$ cat src/rtl/seg_scan_ctrl_pkg.sv
// Shared definitions for the seven-segment scan controller: digit codes,
// display geometry and the conversion FSM state type.
package seg_pkg;

    localparam logic [4:0] SEG_BLANK  = 5'h10;
    localparam logic [4:0] SEG_DASH   = 5'h11;
    localparam int         NUM_DIGITS = 4;
    localparam int         BCD_MAX    = 9999;

    typedef enum logic [1:0] {
        IDLE   = 2'd0,
        SHIFT  = 2'd1,
        COMMIT = 2'd2
    } conv_state_e;

    // Double-dabble correction: a nibble of 5 or more becomes >= 8 after +3,
    // so the following left shift carries correctly into the next decade.
    function automatic logic [3:0] dabble_adjust(input logic [3:0] nib);
        return (nib >= 4'd5) ? (nib + 4'd3) : nib;
    endfunction

endpackage

$ cat src/rtl/seg_scan_ctrl_if.sv
// Application-side bundle of the scan controller: load request, blanking
// control, busy status and the multiplexed anode/digit outputs.
interface seg_scan_ctrl_if #(
    parameter int BIN_W = 14
);
    logic [BIN_W-1:0] value;
    logic             load;
    logic             blank_lz;
    logic             busy;
    logic [3:0]       AN;
    logic [4:0]       digit;

    // Application logic / test driver side.
    modport master (
        output value, load, blank_lz,
        input  busy, AN, digit
    );

    // Scan controller side.
    modport slave (
        input  value, load, blank_lz,
        output busy, AN, digit
    );
endinterface

$ cat src/rtl/seg_scan_ctrl_bin2bcd.sv
// Sequential double-dabble converter: one add-3/shift iteration per clock,
// BIN_W iterations per conversion. The 16-bit BCD result covers 0..9999.
module bin2bcd_seq
    import seg_pkg::*;
#(
    parameter int BIN_W = 14
) (
    input  logic             clk,
    input  logic             rst_n,
    input  logic             start_i,
    input  logic [BIN_W-1:0] bin_i,
    output logic [15:0]      bcd_o,
    // High during the cycle whose closing edge performs the final iteration,
    // so the caller can step to its commit state on that same edge.
    output logic             done_o
);

    localparam int CNT_W = $clog2(BIN_W + 1);

    logic [BIN_W-1:0] bin_q, bin_d;
    logic [15:0]      bcd_q, bcd_d;
    logic [CNT_W-1:0] cnt_q, cnt_d;
    logic [15:0]      bcd_adj;

    // Per-nibble add-3 correction applied before every shift.
    generate
        for (genvar gi = 0; gi < NUM_DIGITS; gi++) begin : g_adj
            assign bcd_adj[gi*4 +: 4] = dabble_adjust(bcd_q[gi*4 +: 4]);
        end
    endgenerate

    // Next state: capture on start, otherwise iterate while iterations remain.
    always_comb begin
        bin_d = bin_q;
        bcd_d = bcd_q;
        cnt_d = cnt_q;
        if (start_i) begin
            bin_d = bin_i;
            bcd_d = '0;
            cnt_d = CNT_W'(BIN_W);
        end else if (cnt_q != '0) begin
            {bcd_d, bin_d} = {bcd_adj, bin_q} << 1;
            cnt_d          = cnt_q - CNT_W'(1);
        end
    end

    // Engine registers; reset abandons any conversion in flight.
    always_ff @(posedge clk) begin
        if (!rst_n) begin
            bin_q <= '0;
            bcd_q <= '0;
            cnt_q <= '0;
        end else begin
            bin_q <= bin_d;
            bcd_q <= bcd_d;
            cnt_q <= cnt_d;
        end
    end

    assign bcd_o  = bcd_q;
    assign done_o = (cnt_q == CNT_W'(1));

endmodule

$ cat src/rtl/seg_scan_ctrl.sv
// Four-digit seven-segment scan controller. Converts a loaded binary value
// to BCD, holds it in display registers updated atomically, and scans the
// digits onto the shared bus with active-low anode enables.
module seg_scan_ctrl
    import seg_pkg::*;
#(
    parameter int REFRESH_DIV = 100000,
    parameter int BIN_W       = 14
) (
    input  logic              clk,
    input  logic              rst_n,
    seg_scan_ctrl_if.slave    bus
);

    localparam int          PRE_W     = (REFRESH_DIV > 1) ? $clog2(REFRESH_DIV) : 1;
    localparam logic [31:0] BCD_MAX_U = BCD_MAX;

    // ---------------- conversion control ----------------
    conv_state_e      state_q, state_d;
    logic             pend_q, pend_d;
    logic [BIN_W-1:0] pend_val_q, pend_val_d;
    logic             conv_ovf_q, conv_ovf_d;
    logic [15:0]      disp_q, disp_d;
    logic             ovf_q, ovf_d;

    logic             start;
    logic [BIN_W-1:0] start_val;
    logic [15:0]      bcd;
    logic             conv_done;

    bin2bcd_seq #(
        .BIN_W (BIN_W)
    ) u_bin2bcd (
        .clk     (clk),
        .rst_n   (rst_n),
        .start_i (start),
        .bin_i   (start_val),
        .bcd_o   (bcd),
        .done_o  (conv_done)
    );

    // Conversion FSM: start, queue later loads as a single pending value,
    // and publish the result to the display registers in one cycle.
    always_comb begin
        state_d    = state_q;
        pend_d     = pend_q;
        pend_val_d = pend_val_q;
        conv_ovf_d = conv_ovf_q;
        disp_d     = disp_q;
        ovf_d      = ovf_q;
        start      = 1'b0;
        start_val  = bus.value;

        case (state_q)
            IDLE: begin
                if (bus.load) begin
                    start   = 1'b1;
                    state_d = SHIFT;
                end
            end
            SHIFT: begin
                if (bus.load) begin
                    pend_d     = 1'b1;
                    pend_val_d = bus.value;
                end
                if (conv_done) begin
                    state_d = COMMIT;
                end
            end
            COMMIT: begin
                disp_d = bcd;
                ovf_d  = conv_ovf_q;
                // A load arriving in this cycle is treated as the newest
                // pending request and therefore wins over the stored one.
                if (pend_q || bus.load) begin
                    start     = 1'b1;
                    start_val = bus.load ? bus.value : pend_val_q;
                    pend_d    = 1'b0;
                    state_d   = SHIFT;
                end else begin
                    state_d = IDLE;
                end
            end
            default: begin
                state_d = IDLE;
            end
        endcase

        // Out-of-range values are flagged at capture; their BCD is ignored.
        if (start) begin
            conv_ovf_d = (32'(start_val) > BCD_MAX_U);
        end
    end

    // Conversion state and display registers.
    always_ff @(posedge clk) begin
        if (!rst_n) begin
            state_q    <= IDLE;
            pend_q     <= 1'b0;
            pend_val_q <= '0;
            conv_ovf_q <= 1'b0;
            disp_q     <= '0;
            ovf_q      <= 1'b0;
        end else begin
            state_q    <= state_d;
            pend_q     <= pend_d;
            pend_val_q <= pend_val_d;
            conv_ovf_q <= conv_ovf_d;
            disp_q     <= disp_d;
            ovf_q      <= ovf_d;
        end
    end

    assign bus.busy = (state_q != IDLE);

    // ---------------- scanning ----------------
    logic [PRE_W-1:0] presc_q, presc_d;
    logic [1:0]       idx_q, idx_d;
    logic             scan_tick;

    assign scan_tick = (presc_q == PRE_W'(REFRESH_DIV - 1));

    // Prescaler and scan index run freely, independent of conversions.
    always_comb begin
        presc_d = scan_tick ? '0 : (presc_q + PRE_W'(1));
        idx_d   = scan_tick ? (idx_q + 2'd1) : idx_q;
    end

    // Prescaler and scan index registers.
    always_ff @(posedge clk) begin
        if (!rst_n) begin
            presc_q <= '0;
            idx_q   <= '0;
        end else begin
            presc_q <= presc_d;
            idx_q   <= idx_d;
        end
    end

    // ---------------- digit select ----------------
    // upper_zero[i]: digit i and every more significant digit are zero.
    logic [NUM_DIGITS-1:0] upper_zero;

    generate
        for (genvar gi = 0; gi < NUM_DIGITS; gi++) begin : g_upper_zero
            assign upper_zero[gi] = (disp_q[15:gi*4] == '0);
        end
    endgenerate

    logic [3:0] an_q, an_d;
    logic [4:0] digit_q, digit_d;
    logic [3:0] cur_nib;

    assign cur_nib = disp_q[{idx_q, 2'b00} +: 4];

    // Digit code and anode for the current slot, including blanking rules.
    always_comb begin
        an_d = ~(4'b0001 << idx_q);
        if (ovf_q) begin
            digit_d = SEG_DASH;
        end else if (bus.blank_lz && (idx_q != 2'd0) && upper_zero[idx_q]) begin
            digit_d = SEG_BLANK;
        end else begin
            digit_d = {1'b0, cur_nib};
        end
    end

    // Anode and digit share one register stage so they always change together.
    always_ff @(posedge clk) begin
        if (!rst_n) begin
            an_q    <= 4'b1110;
            digit_q <= '0;
        end else begin
            an_q    <= an_d;
            digit_q <= digit_d;
        end
    end

    assign bus.AN    = an_q;
    assign bus.digit = digit_q;

endmodule

$ cat src/flat_wrapper.sv
// flat-port wrapper written by rule: the top's interface ports become plain ports
module seg_scan_ctrl_flat import seg_pkg::*;
#(
    parameter int REFRESH_DIV = 100000,
    parameter int BIN_W       = 14
)
  (clk, rst_n, bus_value, bus_load, bus_blank_lz, bus_busy, bus_AN, bus_digit);
  seg_scan_ctrl_if #(.BIN_W(BIN_W)) bus_i ();
  input  logic clk;
  input  logic rst_n;
  input wire logic [$bits(bus_i.value)-1:0] bus_value;
  input wire logic [$bits(bus_i.load)-1:0] bus_load;
  input wire logic [$bits(bus_i.blank_lz)-1:0] bus_blank_lz;
  output wire logic [$bits(bus_i.busy)-1:0] bus_busy;
  output wire logic [$bits(bus_i.AN)-1:0] bus_AN;
  output wire logic [$bits(bus_i.digit)-1:0] bus_digit;
  assign bus_i.value = bus_value;
  assign bus_i.load = bus_load;
  assign bus_i.blank_lz = bus_blank_lz;
  assign bus_busy = bus_i.busy;
  assign bus_AN = bus_i.AN;
  assign bus_digit = bus_i.digit;
  seg_scan_ctrl #(.REFRESH_DIV(REFRESH_DIV), .BIN_W(BIN_W)) u_core (.clk(clk), .rst_n(rst_n), .bus(bus_i));
endmodule
$ cat config.mk
export PLATFORM = sky130hd
export DESIGN_NAME = seg_scan_ctrl_flat
export DESIGN_NICKNAME = d
export VERILOG_FILES = /design/src/rtl/seg_scan_ctrl_pkg.sv /design/src/rtl/seg_scan_ctrl_if.sv /design/src/rtl/seg_scan_ctrl_bin2bcd.sv /design/src/rtl/seg_scan_ctrl.sv /design/src/flat_wrapper.sv
export SDC_FILE = /design/constraint.sdc
export NUM_CORES = 1
export LEC_CHECK = 0
export CORE_ASPECT_RATIO = 1.25
export CORE_MARGIN = 5
export CORE_UTILIZATION = 45
export CTS_CLUSTER_DIAMETER = 100
export DETAILED_ROUTE_END_ITERATION = 10
export PLACE_DENSITY = 0.68
export RECOVER_POWER = 100
export SLEW_MARGIN = 20
export SYNTH_ARGS = -nofsm -noshare
export SYNTH_HDL_FRONTEND = slang
export SYNTH_HIERARCHICAL = 1
export SYNTH_SLANG_ARGS = --single-unit
$ cat constraint.sdc
create_clock -name clk -period 2 [get_ports clk]
set_input_delay 0.5 -clock clk [delete_from_list [all_inputs] [get_ports clk]]
set_output_delay 0.5 -clock clk [all_outputs]
set_load 0.02 [all_outputs]
# Word level (Yosys, flattened, before mapping)
# Cells that the tools add are included.
# totals
regBits	97
input_bits	18
out_inout_bits	10
elab_cells	83
# classes
n_addsub	7
order_cmp	6
eq_ne	8
n_shift	2
mux	25
bitwise_logic	2
reduce_logical	18
# ops
operator	n
$mux W14	5
$mux W4	5
$add A17 B1 Y17 const B	1
$eq A17 B17 Y1 const B	1
$ge A4 B3 Y1 const B	4
$logic_not A16 Y1	1
$shiftx A16 B5 Y4	1
$gt A14 B14 Y1 const B	1
$add A4 B2 Y4 const B	3
$logic_not A12 Y1	1
$mux W5	2
$logic_not A8 Y1	1
$reduce_bool A2 Y1	4
$mux W1	6
$pmux W2 S3	1
$eq A4 B1 Y1 const B	1
$logic_not A4 Y1	1
$mux W2	2
$ne A2 B1 Y1 const B	2
$ne A2 B2 Y1 const B	2
$not A4 Y4	1
$pmux W1 S2	2
$reduce_bool A4 Y1	1
$reduce_or A2 Y1	2
16 further kinds	17

# Longest topological paths before layout
# Gate-level depths: netlist of the first run.
# logic_depth
ltp_word	6
ltp_mapped	6
ltp_nobuf	6

# Hierarchy
# The synthesis of the first run kept the hierarchy.
# modules_own_cells
module	n_inst	cells_per_inst	area_each_um2	seq_area_each_um2
seg_scan_ctrl	1	313	2842.7	1261.2
bin2bcd_seq	1	205	1680.4	680.7

# Worst setup path before layout of the first run
# No wires, ideal clock.
# synth_path
path_kind	input-to-reg
startpoint	input bus_load
endpoint	register u_core.u_bin2bcd.bin_q[12]
setup_ns	0.137
arrival_ns	1.641
t_required_ns	1.863
path_slack_ns	0.222
stages	6
n_path_buf	2
path_cell_list	and4bb_1 > buf_2 > buf_2 > mux2_2 > o21ai_0 > a31oi_1
# synth_between
elab_chain_cells	4
# synth_rtl
element	line	rtl
start, declared	flat_wrapper.sv:12	input wire logic [$bits(bus_i.load)-1:0] bus_load;
$mux W14 / $logic_or A1 B1 Y1 (equally long branches)	seg_scan_ctrl.sv:77, seg_scan_ctrl.sv:75	
$mux W14 *	seg_scan_ctrl.sv:75	if (pend_q || bus.load) begin
$mux W14 *	seg_scan_ctrl.sv:54	case (state_q)
named net u_core.start_val[12]	seg_scan_ctrl.sv:27	logic [BIN_W-1:0] start_val;
$mux W14 *	seg_scan_ctrl_bin2bcd.sv:37	if (start_i) begin
end signal, assigned	seg_scan_ctrl_bin2bcd.sv:54	bin_q <= bin_d;
end, declared	seg_scan_ctrl_bin2bcd.sv:20	logic [BIN_W-1:0] bin_q, bin_d;
# Mark *: on every way through the listed nets, which the timed path passes. The rest lies on a longest branch.
# A chain may end at the register's enable or synchronous reset.

# Worst setup path in the final report of the first run
# layout_path
startpoint	input bus_load
endpoint	register u_core.u_bin2bcd.bin_q[4]
# The elaborated chain is that of the path after synthesis.

==> results of run 1 <==
==> timing repair <==
item                       4_1_cts  5_1_grt
setup buffers                    0        0
gates resized for setup          1        0
hold endpoints to repair         0        0
hold buffers                     0        0
setup endpoints to repair        1        0
==> synth_stat cells, types with 6 or more instances <==
cell,instances
a21boi_0,34
a21oi_1,19
a31oi_1,13
buf_2,14
clkbuf_1,9
dfxtp_1,97
ha_1,13
inv_1,12
mux2_2,14
nand2_1,104
nand2b_1,6
nand3_1,20
nand4_1,12
nor2_1,24
nor2b_1,9
nor3_1,6
nor4_1,9
o21ai_0,26
or4_1,8
xnor2_1,13
==> cells by family (layout without fill, tap and decap cells) <==
| family | Yosys count | after routing | synth area share |
|---|---|---|---|
| AO/OA/AOI/OAI | 104 | 104 | 0.1452 |
| XOR/XNOR | 16 | 16 | 0.03098 |
| adder cells (fa/ha/maj) | 13 | 13 | 0.03596 |
| buffers and inverters | 42 | 71 | 0.04813 |
| flip-flops | 97 | 97 | 0.4293 |
| multiplexers | 19 | 19 | 0.05699 |
| AND/OR/NAND/NOR | 227 | 227 | 0.2534 |
==> area by class of cell <==
type | count | area [sq um]
Multi-Input combinational cell | 379 | 2364
Clock buffer | 11 | 232.7
Fill cell | 924 | 4762
Tap cell | 129 | 161.4
Timing Repair Buffer | 43 | 396.6
Inverter | 13 | 48.80
Clock inverter | 4 | 45.04
Sequential cell | 97 | 1942
==> per-layer routing <==
layer  share of wire  vias to the layer above
met3           0.032                        7
met5               0                        -
met4          0.0074                        0
met2            0.49                       54
li1                -                     1862
met1            0.47                     1717
==> path summary, 6_finish.rpt <==
| kind | start | to | slack [ps] | cells after the start |
|---|---|---|---|---|
| setup / recovery | bus_load | u_core/u_bin2bcd/bin_q[4] | 130 | 6 |
| hold / removal | u_core/pend_val_q[1] | u_core/pend_val_q[1] | 470 | 2 |
| setup reg to reg | u_core/presc_q[0] | u_core/presc_q[15] | 280 | 5 |
| hold reg to reg | u_core/pend_val_q[1] | u_core/pend_val_q[1] | 470 | 2 |
==> power groups by stage <==
stage	logic [W]	clock network, W	registers (W)
2_1_floorplan	0.000316	0	0.00209
3_3_place_gp	0.000400	0	0.00211
3_5_place_dp	0.000416	0	0.00211
4_1_cts	0.000416	0.00167	0.00207
5_1_grt	0.000461	0.00174	0.00208
6_report	0.000411	0.00163	0.00207
==> registers in the layout, summed over array words and instances (netlist names) <==
name / count
u_core/u_bin2bcd/bcd_o: 16
u_core/conv_ovf_q: 1
u_core/disp_q: 16
u_core/u_bin2bcd/cnt_q: 4
u_core/bus.digit: 5
u_core/pend_q: 1
u_core/pend_val_q: 14
u_core/ovf_q: 1
u_core/u_bin2bcd/bin_q: 14
u_core/state_q: 2
u_core/presc_q: 17
u_core/idx_q: 2
u_core/bus.AN: 4
==> tightest hold or removal path, cell delays in order, from the launching register on <==
cell,delay (ps)
dfxtp_1,310
nand2_1,50
a21boi_0,70
==> through the flow <==
step / util / setup slack [ps] / TNS [ps] / instances
after floorplan: - / 222.2 / 0 / 518
after global placement: 0.4950 / -162.9 / -2364 / 661
after detailed placement: 0.4950 / -178.9 / -2832 / 661
after CTS: 0.5228 / 161.7 / 0 / 676
after global routing: 0.5215 / 40.56 / 0 / 676
final: 0.5215 / 130.1 / 0 / 676
==> cells in the final DEF, fill, tap and decap left out, types with 3 or more instances in the layout <==
| master | n |
|---|---|
| nand2_1 | 104 |
| dfxtp_1 | 97 |
| a21boi_0 | 34 |
| o21ai_0 | 26 |
| nor2_1 | 24 |
| nand3_1 | 20 |
| a21oi_1 | 19 |
| clkdlybuf4s50_1 | 16 |
| mux2_2 | 13 |
| xnor2_1 | 13 |
| ha_1 | 13 |
| a31oi_1 | 13 |
| inv_1 | 12 |
| nand4_1 | 12 |
| clkbuf_16 | 9 |
| dlygate4sd3_1 | 9 |
| nor2b_1 | 9 |
| nor4_1 | 9 |
| buf_4 | 9 |
| or4_1 | 8 |
| nand2b_1 | 6 |
| nor3_1 | 6 |
| clkbuf_1 | 4 |
| nor4b_1 | 4 |
| and2_0 | 4 |
| mux4_2 | 4 |
| o311ai_0 | 4 |
| clkinv_2 | 3 |
| nand2_2 | 3 |
| xor2_1 | 3 |
| o21a_1 | 3 |
| nor3b_1 | 3 |
==> flow_metrics.tcl, run 1 <==
set metrics [dict create \
    p_switching_w 0.0009873 \
    tightest_slew_ps 752.2 \
    pwr-share-comb 0.100 \
    critPathMaxFanout 16 \
    netlist_instances 518 \
    critPathBufInv 2 \
    rows 41 \
    clk_pin_slew_worst_paths_ps 60 \
    grt_pass1_vias 3564 \
    cts-root-buf "clkbuf_16" \
    max_cap_violations 0 \
    whs_ps 466.4 \
    critPathKind "input pin to flip-flop" \
    grt_max_degree 67 \
    crit_chain "clkdlybuf4s50_1 -> and4bb_1 -> buf_12 -> mux2_2 -> o21ai_0 -> a31oi_1" \
    crit_slowest_cell "clkdlybuf4s50_1" \
    hold_viol_final 0 \
    p_int_w 0.003123 \
    port_buffers 27 \
    dieArea_sq_um 12170 \
    drive_gt1_frac 0.09872 \
    dpl_cell_area_sq_um 4926 \
    rsz0062_at_grt "no" \
    max_stage_delay_ps 440 \
    cts_tree "done" \
    pwr-share-seq 0.504 \
    drc_errors 0 \
    synth_edf_count 0 \
    htree_levels 3 \
    synth_ff_type "dfxtp_1" \
    io_pins 28 \
    cts_inserted_buffers 9 \
    firstDrtPassIters 6 \
    clock_sinks 97 \
    cp_top_family "buffers and inverters" \
    worst_setup_path_start_kind "input pin" \
    synth.distinct_cells 52 \
    grt_pass1_wl_um 16410 \
    core-area_sq_um 9952 \
    crit_path_end_kind "flip-flop" \
    vdd_drop_max_mv 0.4118 \
    fin_skew_ps 5.651 \
    setup_violations 0 \
    ys_warn_count 6 \
    track_usage 0.1638 \
    hp-class "flip-flop to flip-flop" \
    syn_nets 549 \
    die_x_um 99.67 \
    synth_top_cell_by_area "dfxtp_1" \
    swShare 0.2402 \
    cts_buffer_depth 2 \
    period_share 0.9349 \
    die_h_um 122.1 \
    antenna_found_initial 0 \
    hpwl_um 6322 \
    areaGrowthSynthToFinish_pct 14.74 \
    avgSynthCellArea_sq_um 8.732 \
    fmax_mhz 534.8 \
    drt_iter0_drc 152 \
    p_leak_nw 1.787 \
    ys_ff_latch 97 \
    maxSlewHeadroom 0.4985 \
    grt-ovfl-total 0 \
    outcome "finished clean" \
    insertion_delay_ps 330 \
    arrival_ps 2060 \
    routed_wl_um 9411 \
    power_density_nw_per_um2 791.9 \
    use_met3 0.03093 \
    final_area_sq_um 5190 \
    use_met1 0.2079 \
    top_usage_layer "met2" \
    finalPower_w 0.004110 \
    num_vias 3640 \
    nNetsFinal 574 \
    syn_area_sq_um 4523 \
    synthTopCellsByArea "dfxtp_1 43%, nand2_1 8.6%, a21boi_0 5.6%" \
    maxSlewViolCount 0 \
    n_antenna_cell 0 \
    synth_top_area_frac 0.4293 \
    detail-route-antenna-nets 0 \
    use_met2 0.2801 \
    place_congestion 0.7938 \
    period_needed_ps 1870 \
    synth-seq-area-share 0.4293 \
    via_per_inst 5.385 \
    synthArstFlopShare 0 \
    start_util 0.4545 \
    wl_per_cell_um 13.92 \
    critPathRequiredTime_ps 2190 \
    clkPwrFrac 0.396 \
]
(Power assumes the default switching activity.)
==> run 2: changes to the inputs <==
--- a/config.mk
+++ b/config.mk
@@ -8,9 +8,8 @@
 export CORE_ASPECT_RATIO = 1.25
 export CORE_MARGIN = 5
 export CORE_UTILIZATION = 45
-export CTS_CLUSTER_DIAMETER = 100
 export DETAILED_ROUTE_END_ITERATION = 10
-export PLACE_DENSITY = 0.68
+export PLACE_DENSITY = 0.64
 export RECOVER_POWER = 100
 export SLEW_MARGIN = 20
 export SYNTH_ARGS = -nofsm -noshare
==> flow_metrics.tcl, run 2 (synthesis gave the netlist of run 1 again) <==
set metrics [dict create \
    track_usage 0.1665 \
    timing.rr.end "u_core/presc_q[3]" \
    grt_max_degree 66 \
    hpwl_um 6563 \
    hp-class "flip-flop to flip-flop" \
    final_cell_mix "104 x nand2_1, 97 x dfxtp_1, 34 x a21boi_0, 26 x o21ai_0, 24 x nor2_1" \
    htree_levels 3 \
    clock_sinks 97 \
    critPathRequiredTime_ps 2200 \
    critPathLaunch "bus_load" \
    cts_buffer_depth 2 \
    grt_pass1_wl_um 16450 \
    setup_violations 0 \
    maxSlewViolCount 0 \
    multiInputGateArea_sq_um 2364 \
    cts-root-buf "clkbuf_16" \
    ff2ff_path_depth 5 \
    worst_setup_path_start_kind "input pin" \
    finalSetupTns_ps 0 \
    vdd_drop_max_mv 0.3821 \
    io_pins 28 \
    areaGrowthSynthToFinish_pct 15.85 \
    detail-route-antenna-nets 0 \
    num_vias 3703 \
    fmax_mhz 543.4 \
    seq_area_sq_um 1942 \
    antenna_found_initial 0 \
    nNetsFinal 575 \
    rsz0062_at_grt "no" \
    drc_errors 0 \
    arrival_ps 2040 \
    maxSlewHeadroom 0.5216 \
    hold_viol_final 0 \
    whs_path_depth 2 \
    die_h_um 122.1 \
    insertion_delay_ps 340 \
    crit_path_end_kind "flip-flop" \
    grt_pass1_vias 3605 \
    firstDrtPassIters 4 \
    tightest_slew_ps 717.7 \
    dieArea_sq_um 12170 \
    start_util 0.4545 \
    port_buffers 27 \
    critPathMaxFanout 16 \
    layout_commonest_cell "nand2_1" \
    r2r_setup_slack_ps 250 \
    clk_pin_slew_worst_paths_ps 60 \
    fin_skew_ps 5.440 \
    wl_per_cell_um 14.24 \
    p_leak_nw 1.806 \
    fillers 938 \
    critPathKind "input pin to flip-flop" \
    drive_gt1_frac 0.1056 \
    power_density_nw_per_um2 806.6 \
    rows 41 \
    core-area_sq_um 9952 \
    r2r-start "u_core/presc_q[0]" \
    period_needed_ps 1840 \
    max_cap_violations 0 \
    cts_tree "done" \
    cts_inserted_buffers 9 \
    cts-hold-fix-buffers 0 \
    die_x_um 99.67 \
    finish.utilization 0.5265 \
    top_register "u_core/presc_q" \
    period_share 0.9201 \
    place_congestion 0.8269 \
    outcome "finished clean" \
    critPathCapture "u_core/u_bin2bcd/bin_q[2]" \
    largest_register_ffs 17 \
    grt-ovfl-total 0 \
    drt_iter0_drc 216 \
    via_per_inst 5.462 \
    n_antenna_cell 0 \
    routed_wl_um 9653 \
]
## run 2: changes by cell type in the layout (fill, tap and decap cells not counted)
| cell | before | now |
|---|---|---|
| clkbuf_8 | 0 | 2 |
| clkinv_2 | 3 | 1 |
| buf_12 | 2 | 3 |
| clkbuf_1 | 4 | 3 |
| clkinv_4 | 0 | 1 |
| clkinvlp_4 | 0 | 1 |
| mux2_1 | 1 | 0 |
| mux2_2 | 13 | 14 |
## run 2: how the worst min path moves through the flow
stage	from	endpoint	slack [ps]
finish	u_core/pend_val_q[1]	u_core/pend_val_q[1]	460
global placement	u_core/pend_val_q[13]	u_core/pend_val_q[13]	450
floorplan	u_core/u_bin2bcd/bin_q[13]	u_core/u_bin2bcd/bcd_o[0]	440
global route	rst_n	u_core/u_bin2bcd/cnt_q[3]	470
detailed placement	u_core/pend_val_q[1]	u_core/pend_val_q[1]	460
CTS	rst_n	u_core/u_bin2bcd/cnt_q[3]	460
## run 2: critical path, stage by stage
cell             delay (ps)
clkdlybuf4s50_1         430
and4bb_1                370
buf_12                  170
mux2_2                  330
o21ai_0                 160
a31oi_1                  60
## run 2: metrics by stage
step                worst slack (ps)  area (sq um)  instances  power, W  hold WS [ps]
finish                         159.8          5240        678  0.004227         461.9
global route                   42.49          5240        678  0.004414         470.1
detailed placement            -171.5          4946        662  0.002537         455.5
CTS                            160.2          5253        678  0.004291         456.3
floorplan                      222.2          4523        518  0.002409         436.6
global placement              -153.4          4946        662  0.002521         453.0
## run 2: cell type report
class,count,share of cell area
flip-flops and latches,97,0.3706
clock inverters,4,0.009790
well taps,129,0.03080
clock buffers,12,0.04895
repair buffers,44,0.07951
multi-input cells,379,0.4511
inverters,13,0.009312
## run 2: what timing repair did
item                       CTS  global route
setup endpoints to repair    1             0
buffers inserted             0             0
resized for setup            1             0
## run 2: where the power goes
group / switching [W] / leakage [nW] / internal, W / total (W)
Clock: 0.000699 / 0.149 / 0.00104 / 0.00174
Combinational: 0.000251 / 0.870 / 0.000168 / 0.000419
Sequential: 0.0000681 / 0.788 / 0.00200 / 0.00207
Total: 0.00102 / 1.81 / 0.00321 / 0.00423
## run 2: layer usage
layer / vias up / wire length, um / track usage / share of wire
met5: - / 0 / 0 / 0
met4: 0 / 181 / 0.07771 / 0.019
met3: 14 / 250 / 0.02176 / 0.026
met2: 45 / 4947 / 0.2901 / 0.51
met1: 1766 / 4274 / 0.2020 / 0.44
li1: 1878 / - / - / -
==> run 3: changes to the inputs <==
--- a/config.mk
+++ b/config.mk
@@ -11,7 +11,6 @@
 export DETAILED_ROUTE_END_ITERATION = 10
 export PLACE_DENSITY = 0.64
 export RECOVER_POWER = 100
-export SLEW_MARGIN = 20
 export SYNTH_ARGS = -nofsm -noshare
 export SYNTH_HDL_FRONTEND = slang
 export SYNTH_HIERARCHICAL = 1
==> results of run 3 <==
Same layout as run 2: the final DEF is identical, and so are final timing and power.
